**src/rtl/irq_pkg.sv**
```systemverilog
// Shared definitions for the interrupt vector responder.
//   state_e      : responder FSM states
//   LVL_W        : width of an interrupt level (8 levels)
//   vec_addr()   : vector byte for a level, wrapping modulo 256
package irq_pkg;

  localparam int LVL_W = 3;

  typedef enum logic [2:0] {
    ST_IDLE = 3'd0,
    ST_PEND = 3'd1,
    ST_ACK  = 3'd2,
    ST_CLR  = 3'd3,
    ST_GAP  = 3'd4
  } state_e;

  // Vector = base + level * 2^sh; the 8-bit result wraps naturally.
  function automatic logic [7:0] vec_addr(input logic [7:0]       base,
                                          input logic [LVL_W-1:0] lvl,
                                          input int unsigned      sh);
    logic [7:0] offs;
    offs = {5'b00000, lvl} << sh;
    return base + offs;
  endfunction

endpackage

```
**src/rtl/irq_level_decoder.sv**
```systemverilog
// 3-to-8 one-hot decoder with enable.
//   en_i     : when low the output is all zeros
//   lvl_i    : level to decode
//   onehot_o : one-hot of lvl_i when enabled
module irq_level_decoder
  import irq_pkg::*;
(
  input  logic             en_i,
  input  logic [LVL_W-1:0] lvl_i,
  output logic [7:0]       onehot_o
);

  assign onehot_o = en_i ? (8'b0000_0001 << lvl_i) : 8'h00;

endmodule

```
**src/rtl/irq_vector_responder.sv**
```systemverilog
// Interrupt vector responder for a Z80-style CPU interrupt acknowledge.
// Raises int_n on a pending request, supplies the vector byte during the
// M1+IORQ acknowledge, then pulses a clear to the serviced source and
// keeps int_n high for one further gap cycle.
//   clk_sys  : clock              reset   : synchronous, active-high
//   enc_q    : active-low level   enc_gs  : active-low group select
//   int_en   : global enable      vec_base: vector table base
//   m1_n     : CPU M1 (low)       iorq_n  : CPU IORQ (low)
//   int_n    : interrupt request to CPU (active-low)
//   dout     : vector byte        dout_oe : dout drives the data bus
//   src_clr  : one-hot, one-cycle clear to the serviced source
//   busy     : FSM not idle
module irq_vector_responder
  import irq_pkg::*;
#(
  parameter int unsigned VEC_SHIFT = 1
) (
  input  logic       clk_sys,
  input  logic       reset,
  input  logic [2:0] enc_q,
  input  logic       enc_gs,
  input  logic       int_en,
  input  logic [7:0] vec_base,
  input  logic       m1_n,
  input  logic       iorq_n,
  output logic       int_n,
  output logic [7:0] dout,
  output logic       dout_oe,
  output logic [7:0] src_clr,
  output logic       busy
);

  state_e           state_q, state_d;
  logic [LVL_W-1:0] lvl_q, lvl_d;
  logic [7:0]       dout_q, dout_d;
  logic             ack;

  assign ack = !m1_n && !iorq_n;

  always_ff @(posedge clk_sys) begin
    if (reset) begin
      state_q <= ST_IDLE;
      lvl_q   <= '0;
      dout_q  <= 8'h00;
    end else begin
      state_q <= state_d;
      lvl_q   <= lvl_d;
      dout_q  <= dout_d;
    end
  end

  always_comb begin
    state_d = state_q;
    lvl_d   = lvl_q;
    dout_d  = dout_q;
    case (state_q)
      ST_IDLE: begin
        dout_d = 8'h00;
        if (!enc_gs && int_en) state_d = ST_PEND;
      end
      ST_PEND: begin
        // Withdrawal wins over a simultaneous acknowledge.
        if (enc_gs || !int_en) begin
          state_d = ST_IDLE;
        end else if (ack) begin
          lvl_d   = ~enc_q;
          dout_d  = vec_addr(vec_base, ~enc_q, VEC_SHIFT);
          state_d = ST_ACK;
        end
      end
      ST_ACK: begin
        // Level and vector are frozen here; only the end of ack matters.
        if (!ack) begin
          dout_d  = 8'h00;
          state_d = ST_CLR;
        end
      end
      ST_CLR:  state_d = ST_GAP;
      ST_GAP:  state_d = ST_IDLE;
      default: begin
        dout_d  = 8'h00;
        state_d = ST_IDLE;
      end
    endcase
  end

  // All outputs are registers or decodes of registered state.
  assign int_n   = !(state_q == ST_PEND || state_q == ST_ACK);
  assign dout_oe = (state_q == ST_ACK);
  assign dout    = dout_q;
  assign busy    = (state_q != ST_IDLE);

  irq_level_decoder u_dec (
    .en_i     (state_q == ST_CLR),
    .lvl_i    (lvl_q),
    .onehot_o (src_clr)
  );

endmodule

```
**config.mk**
```make
export PLATFORM = sky130hd
export DESIGN_NAME = irq_vector_responder
export DESIGN_NICKNAME = d
export VERILOG_FILES = /design/src/rtl/irq_pkg.sv /design/src/rtl/irq_level_decoder.sv /design/src/rtl/irq_vector_responder.sv
export SDC_FILE = /design/constraint.sdc
export NUM_CORES = 1
export LEC_CHECK = 0
export ABC_AREA = 0
export ABC_CLOCK_PERIOD_IN_PS = 2200
export BUFFER_PORTS_ARGS = -buffer_cell sky130_fd_sc_hd__buf_2
export CORE_ASPECT_RATIO = 1.1
export CORE_MARGIN = 8
export CORE_UTILIZATION = 30
export DETAILED_ROUTE_END_ITERATION = 7
export PLACE_DENSITY_LB_ADDON = 0.1
export REMOVE_ABC_BUFFERS = 1
export SETUP_SLACK_MARGIN = 0.4
export SYNTH_ARGS = -nofsm -noshare
export SYNTH_HDL_FRONTEND = slang
export SYNTH_SLANG_ARGS = --single-unit
```
**constraint.sdc**
```tcl
create_clock -name clk_sys -period 2.2 [get_ports clk_sys]
set_clock_uncertainty 0.1 [all_clocks]
set_input_delay 0.33 -clock clk_sys [delete_from_list [all_inputs] [get_ports clk_sys]]
set_output_delay 0.33 -clock clk_sys [all_outputs]
set_load 0.005 [all_outputs]
```
==> results by group <==
Final layout
  – Share of cells above drive strength 1: 0.452
  – Most frequent cells in the layout: buf_2 (35), nor2_1 (12), dfxtp_1 (11)
  – Fin area: 0.00109 mm2
  – Commonest non-fill, non-tap cell in the layout: buf_2
  – # diodes: 0
  – Area grow syn2layout: 35.8%
  – Nets: 148

Setup path
  – Crit path launch type: register
  – CP max-delay cell: dfxtp_4
  – Flop-to-flop setup slack: about 0.63 ns
  – Critical path required time: 1.77 ns
  – Critical path's top delay family: simple AND/OR/NAND/NOR gates
  – CP arrival: 1.31 ns
  – Crit Path Category: reg -> out
  – Worst r2r path cells: 4
  – CP max stage delay: between 0.3 and 0.4 ns
  – Highest net fanout along the worst path: 4
  – WP buf/inv: 1
  – Setup crit end kind: output pin
  – CP cell instances: nor2b_4 > nand2_1 > or2_4 > nor3_2 > buf_2
  – Worst r2r dst: dout[0]$_SDFFE_PP0P_
  – Worst r2r src: state_q[1]$_SDFFE_PP0P_

Detailed routing
  – Total number of vias: 759
  – WL per Instance: 13.6 um
  – Pre-Repair DR Iteration Count: 3
  – Residual DRC: 0
  – Routed WL: approximately 2.1 mm
  – Post-route ant nets: 0
  – Routed vias/inst: 4.83
  – DRT iter0 DRCs: 32

GRT
  – Grt peak-use layer: met2
  – GR Util met2: 0.157
  – Total track usage: 0.0940
  – Met3 Use GR: 0.0335
  – Number of global-route vias before repair: 820
  – Initial antenna violation count: 0
  – First-pass GRT wire length: approximately 3.5 mm
  – Gr ovfl total: 0
  – M1 GR Usage: 0.101
  – Largest net degree at the start of global routing: 9

Logic synthesis
  – Sequential element share of the synthesized area: 0.349
  – Post-Syn Instances: 86
  – Largest family of logic cells by synthesized area: simple AND/OR/NAND/NOR gates
  – Syn avg cell area: 9.34 um2
  – Synth Register Bits: 14
  – Synthesized area: approximately 800 um2
  – Fraction of registers with async set or reset after synthesis: 0
  – Synth Area in Simple Gates: 0.279
  – XOR/XNOR share of the synthesized area: 0.0545
  – Warnings, synthesis: 0
  – Distinct cells, synth: 33
  – Mux contribution to synthesized area: 0
  – Area share of fa/ha/maj cells after synthesis: 0.0717
  – Main flop type after synthesis: dfxtp_1
  – Post-synth EDFFs: 0
  – Synth Area in Compound Gates: 0.221

Die
  – I/O pins: 36
  – Die area: 0.00459 mm2
  – Standard-cell row count: 19
  – Die width: 65.3 um
  – Die Span Y: 70.3 um
  – Core area: roughly 0.0025 mm2
  – Initial Utilization: 0.319

Timing
  – Final Hold Vio Count: 0
  – Period utilization: 0.789
  – Max Slew Vio Count: 0
  – Slew margin rel.: 0.621
  – RSZ-0062 raised after global routing: yes
  – FMAX: 576 MHz
  – Fin crit period: 1.74 ns
  – Final setup fails: 0
  – Slew @ Worst Pin: 0.565 ns
  – Setup TNS: 0 ns

Power and ir drop
  – Power Density: 475 mW/mm2
  – Worst VDD drop: 0.288 mV
  – Leakage: 0.524 nW

Worst hold path
  – Hold_sp: enc_q[0]
  – Hold-critical path endpoint: lvl_q[0]$_SDFFE_PP0P_
  – Hold depth: 2
  – Min-Delay Path Class: in -> reg

Clock tree
  – Hold-fix buffer count after cts: 0
  – Clk slew on worst S/H paths: 0.09 ns
  – Worst-Skew Late Latency: between 0.2 and 0.3 ns
  – H-Tree Depth: 1
  – Clk sinks: 14
  – TritonCTS Buffers: 3
  – CTS max path bufs: 2
  – CTS root buf: clkbuf_4
  – CTS tree: yes

Placement
  – Placed instance area: 0.00101 mm2
  – GPL Wtd Cong: 0.782
  – # port buffers: 35
  – Post-detail-place hpwl: approximately 1.6 mm

Flow run
  – Max Cap Viol: 0

Status
  – Outcome: completed
state kept, by name, summed over array words and instances, names as in the netlist:
name / flops
dout: 8
lvl_q: 3
state_q: 3
where the power goes:
part	internal, mW	switching (mW)
registers	0.253	0.00151
logic	0.0392	0.0420
clock network	0.100	0.0824
synth_stat cells (3+ instances only):
master,number,area [um2]
xnor2_1,4,35.0
a22o_1,6,52.6
a211oi_1,3,22.5
nor2b_1,4,25.0
ha_1,3,37.5
dfxtp_1,14,280
nor3_1,4,20.0
inv_1,3,11.3
nor2_1,12,45.0
a21oi_1,4,20.0
nand2_1,3,11.3
worst max-delay path by stage:
| stage | startpoint | to | slack [ns] | cells past startpoint |
|---|---|---|---|---|
| finish | state_q[0]$_SDFFE_PP0P_ | src_clr[0] | 0.46 | 5 |
| global route | state_q[0]$_SDFFE_PP0P_ | src_clr[0] | 0.38 | 5 |
| CTS | state_q[0]$_SDFFE_PP0P_ | src_clr[0] | 0.41 | 5 |
| detailed placement | enc_q[0] | dout[7]$_SDFFE_PP0P_ | 0.29 | 8 |
| global placement | enc_q[0] | dout[7]$_SDFFE_PP0P_ | 0.32 | 8 |
| floorplan | enc_q[0] | dout[7]$_SDFFE_PP0P_ | 0.46 | 7 |
metrics by stage:
| stage | instances | worst slack [ns] | hold slack [ns] | power, mW | util |
|---|---|---|---|---|---|
| floorplan | 84 | 0.462 | 0.302 | 0.309 | - |
| global placement | 150 | 0.317 | 0.358 | 0.340 | 0.400 |
| detailed placement | 150 | 0.288 | 0.358 | 0.341 | 0.400 |
| CTS | 156 | 0.413 | 0.130 | 0.527 | 0.428 |
| global route | 157 | 0.376 | 0.121 | 0.552 | 0.433 |
| finish | 157 | 0.464 | 0.136 | 0.518 | 0.433 |
layer usage:
metal,part of all wire,vias up
met5,0,-
met4,0.015,0
met3,0.089,4
met2,0.48,25
met1,0.41,338
li1,-,392
layout make-up:
type | instances | area (um2)
clock buffer | 4 | 36.3
fill | 269 | 1430
inverter | 3 | 11.3
multi-input combinational | 67 | 518
sequential | 14 | 289
tap | 31 | 38.8
timing repair buffer | 38 | 198
what timing repair did:
item	CTS	global route
gates resized for setup	8	1
setup endpoints to repair	8	4
hold endpoints to repair	0	0
pin swaps	0	1
setup buffers	2	1
cell families after synthesis:
group                      count (synthesis)
AOI/OAI and AO/OA                         22
xor gates and xnor gates                   5
adders and majority gates                  4
buffers and inverters                      5
DFF                                       14
and+or+nand+nor                           36
Note: power is estimated with default switching activity, not from simulation.
